`config.mk`:
```
export PLATFORM = sky130hd
export DESIGN_NAME = tqv_bus_arbiter
export DESIGN_NICKNAME = d
export VERILOG_FILES = /design/src/rtl/tqv_bus_pkg.sv /design/src/rtl/tqv_bus_watchdog.sv /design/src/rtl/tqv_bus_arbiter.sv
export SDC_FILE = /design/constraint.sdc
export NUM_CORES = 1
export LEC_CHECK = 0
export ABC_AREA = 1
export BUFFER_PORTS_ARGS = -buffer_cell sky130_fd_sc_hd__buf_2
export CAP_MARGIN = 5
export CORE_UTILIZATION = 45
export CTS_CLUSTER_DIAMETER = 30
export DETAILED_ROUTE_END_ITERATION = 16
export GPL_TIMING_DRIVEN = 1
export PLACE_DENSITY = 0.82
export SYNTH_ARGS = -nofsm -noshare
export SYNTH_HDL_FRONTEND = slang
export SYNTH_HIERARCHICAL = 1
export SYNTH_SLANG_ARGS = --single-unit
```
`constraint.sdc`:
```
create_clock -name clk -period 3.3 [get_ports clk]
set_input_delay 0.165 -clock clk [delete_from_list [all_inputs] [get_ports clk]]
set_output_delay 0.165 -clock clk [all_outputs]
set_load 0.005 [all_outputs]
```
`src/rtl/tqv_bus_pkg.sv`:
```
// tqv_bus_pkg: shared constants for the TinyQV two-master peripheral bus arbiter
package tqv_bus_pkg;

    localparam int ADDR_W_DEF = 28;

    localparam logic [1:0] STROBE_IDLE = 2'b11;
    localparam logic [1:0] SZ_BYTE     = 2'b00;
    localparam logic [1:0] SZ_HALF     = 2'b01;
    localparam logic [1:0] SZ_WORD     = 2'b10;

    localparam logic [1:0] ST_IDLE  = 2'd0;
    localparam logic [1:0] ST_GNT0  = 2'd1;
    localparam logic [1:0] ST_GNT1  = 2'd2;
    localparam logic [1:0] ST_HOLD1 = 2'd3;

endpackage

```
`src/rtl/tqv_bus_watchdog.sv`:
```
// tqv_bus_watchdog: counts cycles of an outstanding transfer and flags the last allowed cycle
module tqv_bus_watchdog #(
    parameter int TIMEOUT = 255
) (
    input  logic clk,
    input  logic rst_n,
    input  logic clr_i,
    input  logic en_i,
    output logic expire_o
);

    localparam logic [7:0] LAST = 8'(TIMEOUT - 1);

    logic [7:0] cnt_q, cnt_d;

    // clear on a new grant takes priority over counting
    always_comb cnt_d = clr_i ? 8'd0 : en_i ? cnt_q + 8'd1 : cnt_q;

    // counter register
    always_ff @(posedge clk or negedge rst_n) begin
        if (!rst_n) cnt_q <= 8'd0;
        else        cnt_q <= cnt_d;
    end

    assign expire_o = cnt_q == LAST;

endmodule

```
`src/rtl/tqv_bus_arbiter.sv`:
```
// tqv_bus_arbiter: round-robin two-master arbiter with m1 bus lock and transfer watchdog
module tqv_bus_arbiter
    import tqv_bus_pkg::*;
#(
    parameter int TIMEOUT = 255,
    parameter int ADDR_W  = ADDR_W_DEF
) (
    input  logic              clk,
    input  logic              rst_n,
    input  logic [ADDR_W-1:0] m0_addr,
    input  logic [1:0]        m0_write_n,
    input  logic [1:0]        m0_read_n,
    input  logic [31:0]       m0_wdata,
    output logic              m0_ready,
    output logic              m0_err,
    input  logic [ADDR_W-1:0] m1_addr,
    input  logic [1:0]        m1_write_n,
    input  logic [1:0]        m1_read_n,
    input  logic [31:0]       m1_wdata,
    input  logic              m1_lock,
    output logic              m1_ready,
    output logic              m1_err,
    output logic [31:0]       m_rdata,
    output logic [ADDR_W-1:0] s_addr,
    output logic [1:0]        s_write_n,
    output logic [1:0]        s_read_n,
    output logic [31:0]       s_wdata,
    input  logic              s_ready,
    input  logic [31:0]       s_rdata,
    output logic              owner
);

    logic [1:0]        state_q, state_d;
    logic              owner_q, owner_d;
    logic [ADDR_W-1:0] s_addr_q, s_addr_d;
    logic [1:0]        s_write_n_q, s_write_n_d, s_read_n_q, s_read_n_d;
    logic [31:0]       s_wdata_q, s_wdata_d;
    logic              req0, req1, gnt0, gnt1, expire, done, load, sel;

    assign req0 = (m0_write_n != STROBE_IDLE) | (m0_read_n != STROBE_IDLE);
    assign req1 = (m1_write_n != STROBE_IDLE) | (m1_read_n != STROBE_IDLE);
    assign gnt0 = state_q == ST_GNT0;
    assign gnt1 = state_q == ST_GNT1;
    assign done = (gnt0 | gnt1) & (s_ready | expire);

    assign m0_ready = gnt0 & done;
    assign m1_ready = gnt1 & done;
    assign m0_err   = m0_ready & ~s_ready;
    assign m1_err   = m1_ready & ~s_ready;
    assign m_rdata  = (done & s_ready) ? s_rdata : 32'd0;

    tqv_bus_watchdog #(.TIMEOUT(TIMEOUT)) u_wdog (
        .clk      (clk),
        .rst_n    (rst_n),
        .clr_i    (load),
        .en_i     (gnt0 | gnt1),
        .expire_o (expire)
    );

    // round-robin from IDLE, direct hand-over on completion, HOLD1 keeps the bus for m1
    always_comb begin
        state_d = state_q;
        case (state_q)
            ST_IDLE: state_d = (req0 & req1) ? (owner_q ? ST_GNT0 : ST_GNT1) :
                               req0 ? ST_GNT0 : req1 ? ST_GNT1 : ST_IDLE;
            ST_GNT0: state_d = ~done ? ST_GNT0 : req1 ? ST_GNT1 : ST_IDLE;
            ST_GNT1: state_d = ~done ? ST_GNT1 : m1_lock ? ST_HOLD1 : req0 ? ST_GNT0 : ST_IDLE;
            default: state_d = req1 ? ST_GNT1 : m1_lock ? ST_HOLD1 : ST_IDLE;
        endcase
    end

    assign load = ((state_d == ST_GNT0) & ~gnt0) | ((state_d == ST_GNT1) & ~gnt1);
    assign sel  = state_d == ST_GNT1;

    // peripheral-side registers load on grant entry and drop strobes after completion
    always_comb begin
        s_addr_d    = load ? (sel ? m1_addr : m0_addr) : s_addr_q;
        s_wdata_d   = load ? (sel ? m1_wdata : m0_wdata) : s_wdata_q;
        s_write_n_d = load ? (sel ? m1_write_n : m0_write_n) : done ? STROBE_IDLE : s_write_n_q;
        s_read_n_d  = load ? (sel ? m1_read_n : m0_read_n) : done ? STROBE_IDLE : s_read_n_q;
        owner_d     = load ? sel : owner_q;
    end

    // state and output registers; reset drops the strobes immediately
    always_ff @(posedge clk or negedge rst_n) begin
        if (!rst_n) begin
            state_q     <= ST_IDLE;
            owner_q     <= 1'b1;
            s_addr_q    <= '0;
            s_wdata_q   <= 32'd0;
            s_write_n_q <= STROBE_IDLE;
            s_read_n_q  <= STROBE_IDLE;
        end else begin
            state_q     <= state_d;
            owner_q     <= owner_d;
            s_addr_q    <= s_addr_d;
            s_wdata_q   <= s_wdata_d;
            s_write_n_q <= s_write_n_d;
            s_read_n_q  <= s_read_n_d;
        end
    end

    assign s_addr    = s_addr_q;
    assign s_wdata   = s_wdata_q;
    assign s_write_n = s_write_n_q;
    assign s_read_n  = s_read_n_q;
    assign owner     = owner_q;

endmodule
```
==> flow_metrics.env <==
export IMPL_numCtsBuffers=9
export IMPL_maxSlewHeadroom=0.3123
export IMPL_cpLargestDelayFamily="simple AND/OR/NAND/NOR gates"
export IMPL_dr_pass1_iters=4
export IMPL_vdd_drop_max_mv=0.8424
export IMPL_status="complete, no violations"
export IMPL_grt_pass1_vias=4437
export IMPL_arrival_ns=2.76
export IMPL_antenna_left=0
export IMPL_netlist_instances=686
export IMPL_synthFlopType="dfrtp_1"
export IMPL_cp_end_kind="primary output"
export IMPL_yosys_area_top_type_share=0.3836
export IMPL_grt_use_total=0.2463
export IMPL_yosys_top_cells_area="dfrtp_1 (38%), nand2_1 (23%), nand3_1 (14%), inv_1 (5.3%), nor2_1 (3.5%)"
export IMPL_syn_num_nets=856
export IMPL_grt_max_degree=76
export IMPL_hp_class="in2reg"
export IMPL_yosysSeqAreaShare=0.4123
export IMPL_min_period_ns=2.923
export IMPL_diodes=0
export IMPL_routedWlPerCell_microns=12.33
export IMPL_dieHeight_microns=102.7
export IMPL_start_util=0.4651
export IMPL_grt_setup_unrepaired="no"
export IMPL_vias=5033
export IMPL_slew_viol_final=0
export IMPL_final_cell_mix="nand2_1 (283), buf_2 (263), nand3_1 (132)"
export IMPL_cts_sinks=75
export IMPL_cp_required_ns=3.13
export IMPL_crit_top_cell="nor2_1"
export IMPL_yosysTopAreaCell="dfrtp_1"
export IMPL_clock_latency_ns=0.35
export IMPL_synth_cell_type_count=22
export IMPL_syn_to_final_growth_pct=34.16
export IMPL_rows=36
export IMPL_synth_edf_count=0
export IMPL_fp_dieW_microns=102.7
export IMPL_path_class="reg2out"
export IMPL_start_kind="flop"
export IMPL_final_setup_tns_ns=0
export IMPL_routed_via_density=4.721
export IMPL_netlist_area_sq_um=4567
export IMPL_finalSetupViolations=0
export IMPL_drv_cap=0
export IMPL_pin_count=265
export IMPL_die_area_sq_um=10560
export IMPL_crit_path_top_delay_cell="nand2_1"
export IMPL_finClkSkew_ns=0.01073
export IMPL_final_common_cell="nand2_1"
export IMPL_tightest_slew_ns=1.029
export IMPL_finalHoldViolCount=0
export IMPL_drt_iter0_drc=143
export IMPL_crit_path_max_incr_delay_ns=0.59
export IMPL_ys_ff_latch=75
export IMPL_cts_tree="yes"
export IMPL_synth_warnings=6
export IMPL_htree_levels=3
export IMPL_drc=0
export IMPL_port_buffers=264
export IMPL_clkSlewWorstSetupHoldPaths_ns=0.08
export IMPL_coreArea_sq_um=9819
export IMPL_synthArstFlopShare=1.000
export IMPL_fin_crit_sh=0.8857
export IMPL_clockRootBuffer="clkbuf_8"
export IMPL_cp_cell_sequence="inv_1 -> ha_1 -> nand3_1 -> nor3_1 -> nor2_1 -> nor2_1 -> nand2_1 -> nor2_1 -> buf_2"
export IMPL_cp_max_fo=32
export IMPL_drive_above_1_share=0.3344
export IMPL_dpl_hpwl_mm=9.407
export IMPL_cts_max_path_buffers=2
export IMPL_power_density_nw_per_um2=1191
export IMPL_avgSynthCellArea_sq_um=6.657
export IMPL_gr_total_overflow=0
export IMPL_wl_mm=13.14
export IMPL_antenna_found_initial=0
export IMPL_post_cts_buffers=0
export IMPL_gp_congestion=0.7819
export IMPL_power_uw=7299
export IMPL_path_buf_inv=2
export IMPL_p_leak_uw=0.003914
export IMPL_max_freq_ghz=0.3421
export IMPL_grt_pass1_wl_mm=20.30
export IMPL_fin_nets=1098
-- power breakdown --
group | switching (uW) | internal [uW]
Combinational | 3230 | 1620
Clock | 337 | 466
Sequential | 225 | 1430
Total | 3790 | 3510
-- metrics by stage --
step	util	hold slack, ns	area (sq um)	worst slack [ns]	std cells
after floorplan	-	-0.1306	4567	0.9917	686
after global routing	0.6240	0.1033	6127	0.04595	1066
after global placement	0.5998	0.3647	5889	0.6060	1049
final	0.6240	0.09867	6127	0.3770	1066
after detailed placement	0.5998	0.3700	5889	0.4376	1049
after CTS	0.6240	0.08083	6127	0.3896	1066
-- state kept, by name (all words and copies together), names as in the netlist --
name          flops
s_wdata          32
s_addr           28
u_wdog/cnt_q      8
s_read_n          2
s_write_n         2
state_q           2
owner             1
-- worst paths after layout --
path / end / cells past startpoint / startpoint / slack [ns]
worst min-delay path: s_wdata[8] / 5 / m0_wdata[8] / 0.1
worst max register to register: u_wdog/cnt_q[1] / 16 / u_wdog/cnt_q[0] / 0.44
max in group asynchronous: s_addr[25] / 2 / rst_n / 2.19
worst min register to register: s_addr[9] / 2 / s_addr[9] / 0.50
min in group asynchronous: s_wdata[9] / 2 / rst_n / 0.49
worst max-delay path: m_rdata[28] / 9 / u_wdog/cnt_q[0] / 0.38
-- tightest hold or removal path, stage by stage --
cell	delay, ns
buf_2	0.07
nand2_1	0.04
nand2_1	0.05
nand2_1	0.04
nand2_1	0.04
-- cells in the mapped netlist, types with 2 or more instances --
cell type  instances
nand2_1          284
buf_2             31
nand3_1          132
buf_6              3
buf_4              5
nand2_2            6
o21ai_0            7
nand4_1            6
nand3_2            2
inv_1             64
inv_2              4
dfrtp_1           70
ha_1               6
nor2_1            43
clkbuf_1           5
a21oi_1            6
dfstp_2            5
nor2_4             3
-- kinds of logic after synthesis --
group / Yosys count / synth area share
fa+ha+maj: 6 / 0.01644
flops: 75 / 0.4123
simple gates: 479 / 0.4463
compound gates: 14 / 0.01534
buf+inv: 112 / 0.1096
-- timing repair --
action                                 CTS  global route
endpoints found under the hold margin   21             0
gates resized for setup                  0             0
setup endpoints to repair                0             0
hold buffers                             1             0
-- metal layers --
layer / GRT usage / up-vias / wire (microns)
li1: - / 2609 / -
met1: 0.3125 / 2237 / 5892
met2: 0.4241 / 180 / 6241
met3: 0.06847 / 7 / 913
met4: 0.04334 / 0 / 92
met5: 0 / - / 0
-- layout make-up --
| class | count | area (sq um) |
|---|---|---|
| Fill cell | 964 | 3692 |
| Multi-Input combinational cell | 499 | 2186 |
| Sequential cell | 75 | 1883 |
| Timing Repair Buffer | 275 | 1409 |
| Inverter | 68 | 255.2 |
| Tap cell | 133 | 166.4 |
| Clock buffer | 12 | 155.1 |
| Clock inverter | 4 | 72.57 |
(Power assumes the default switching activity.)
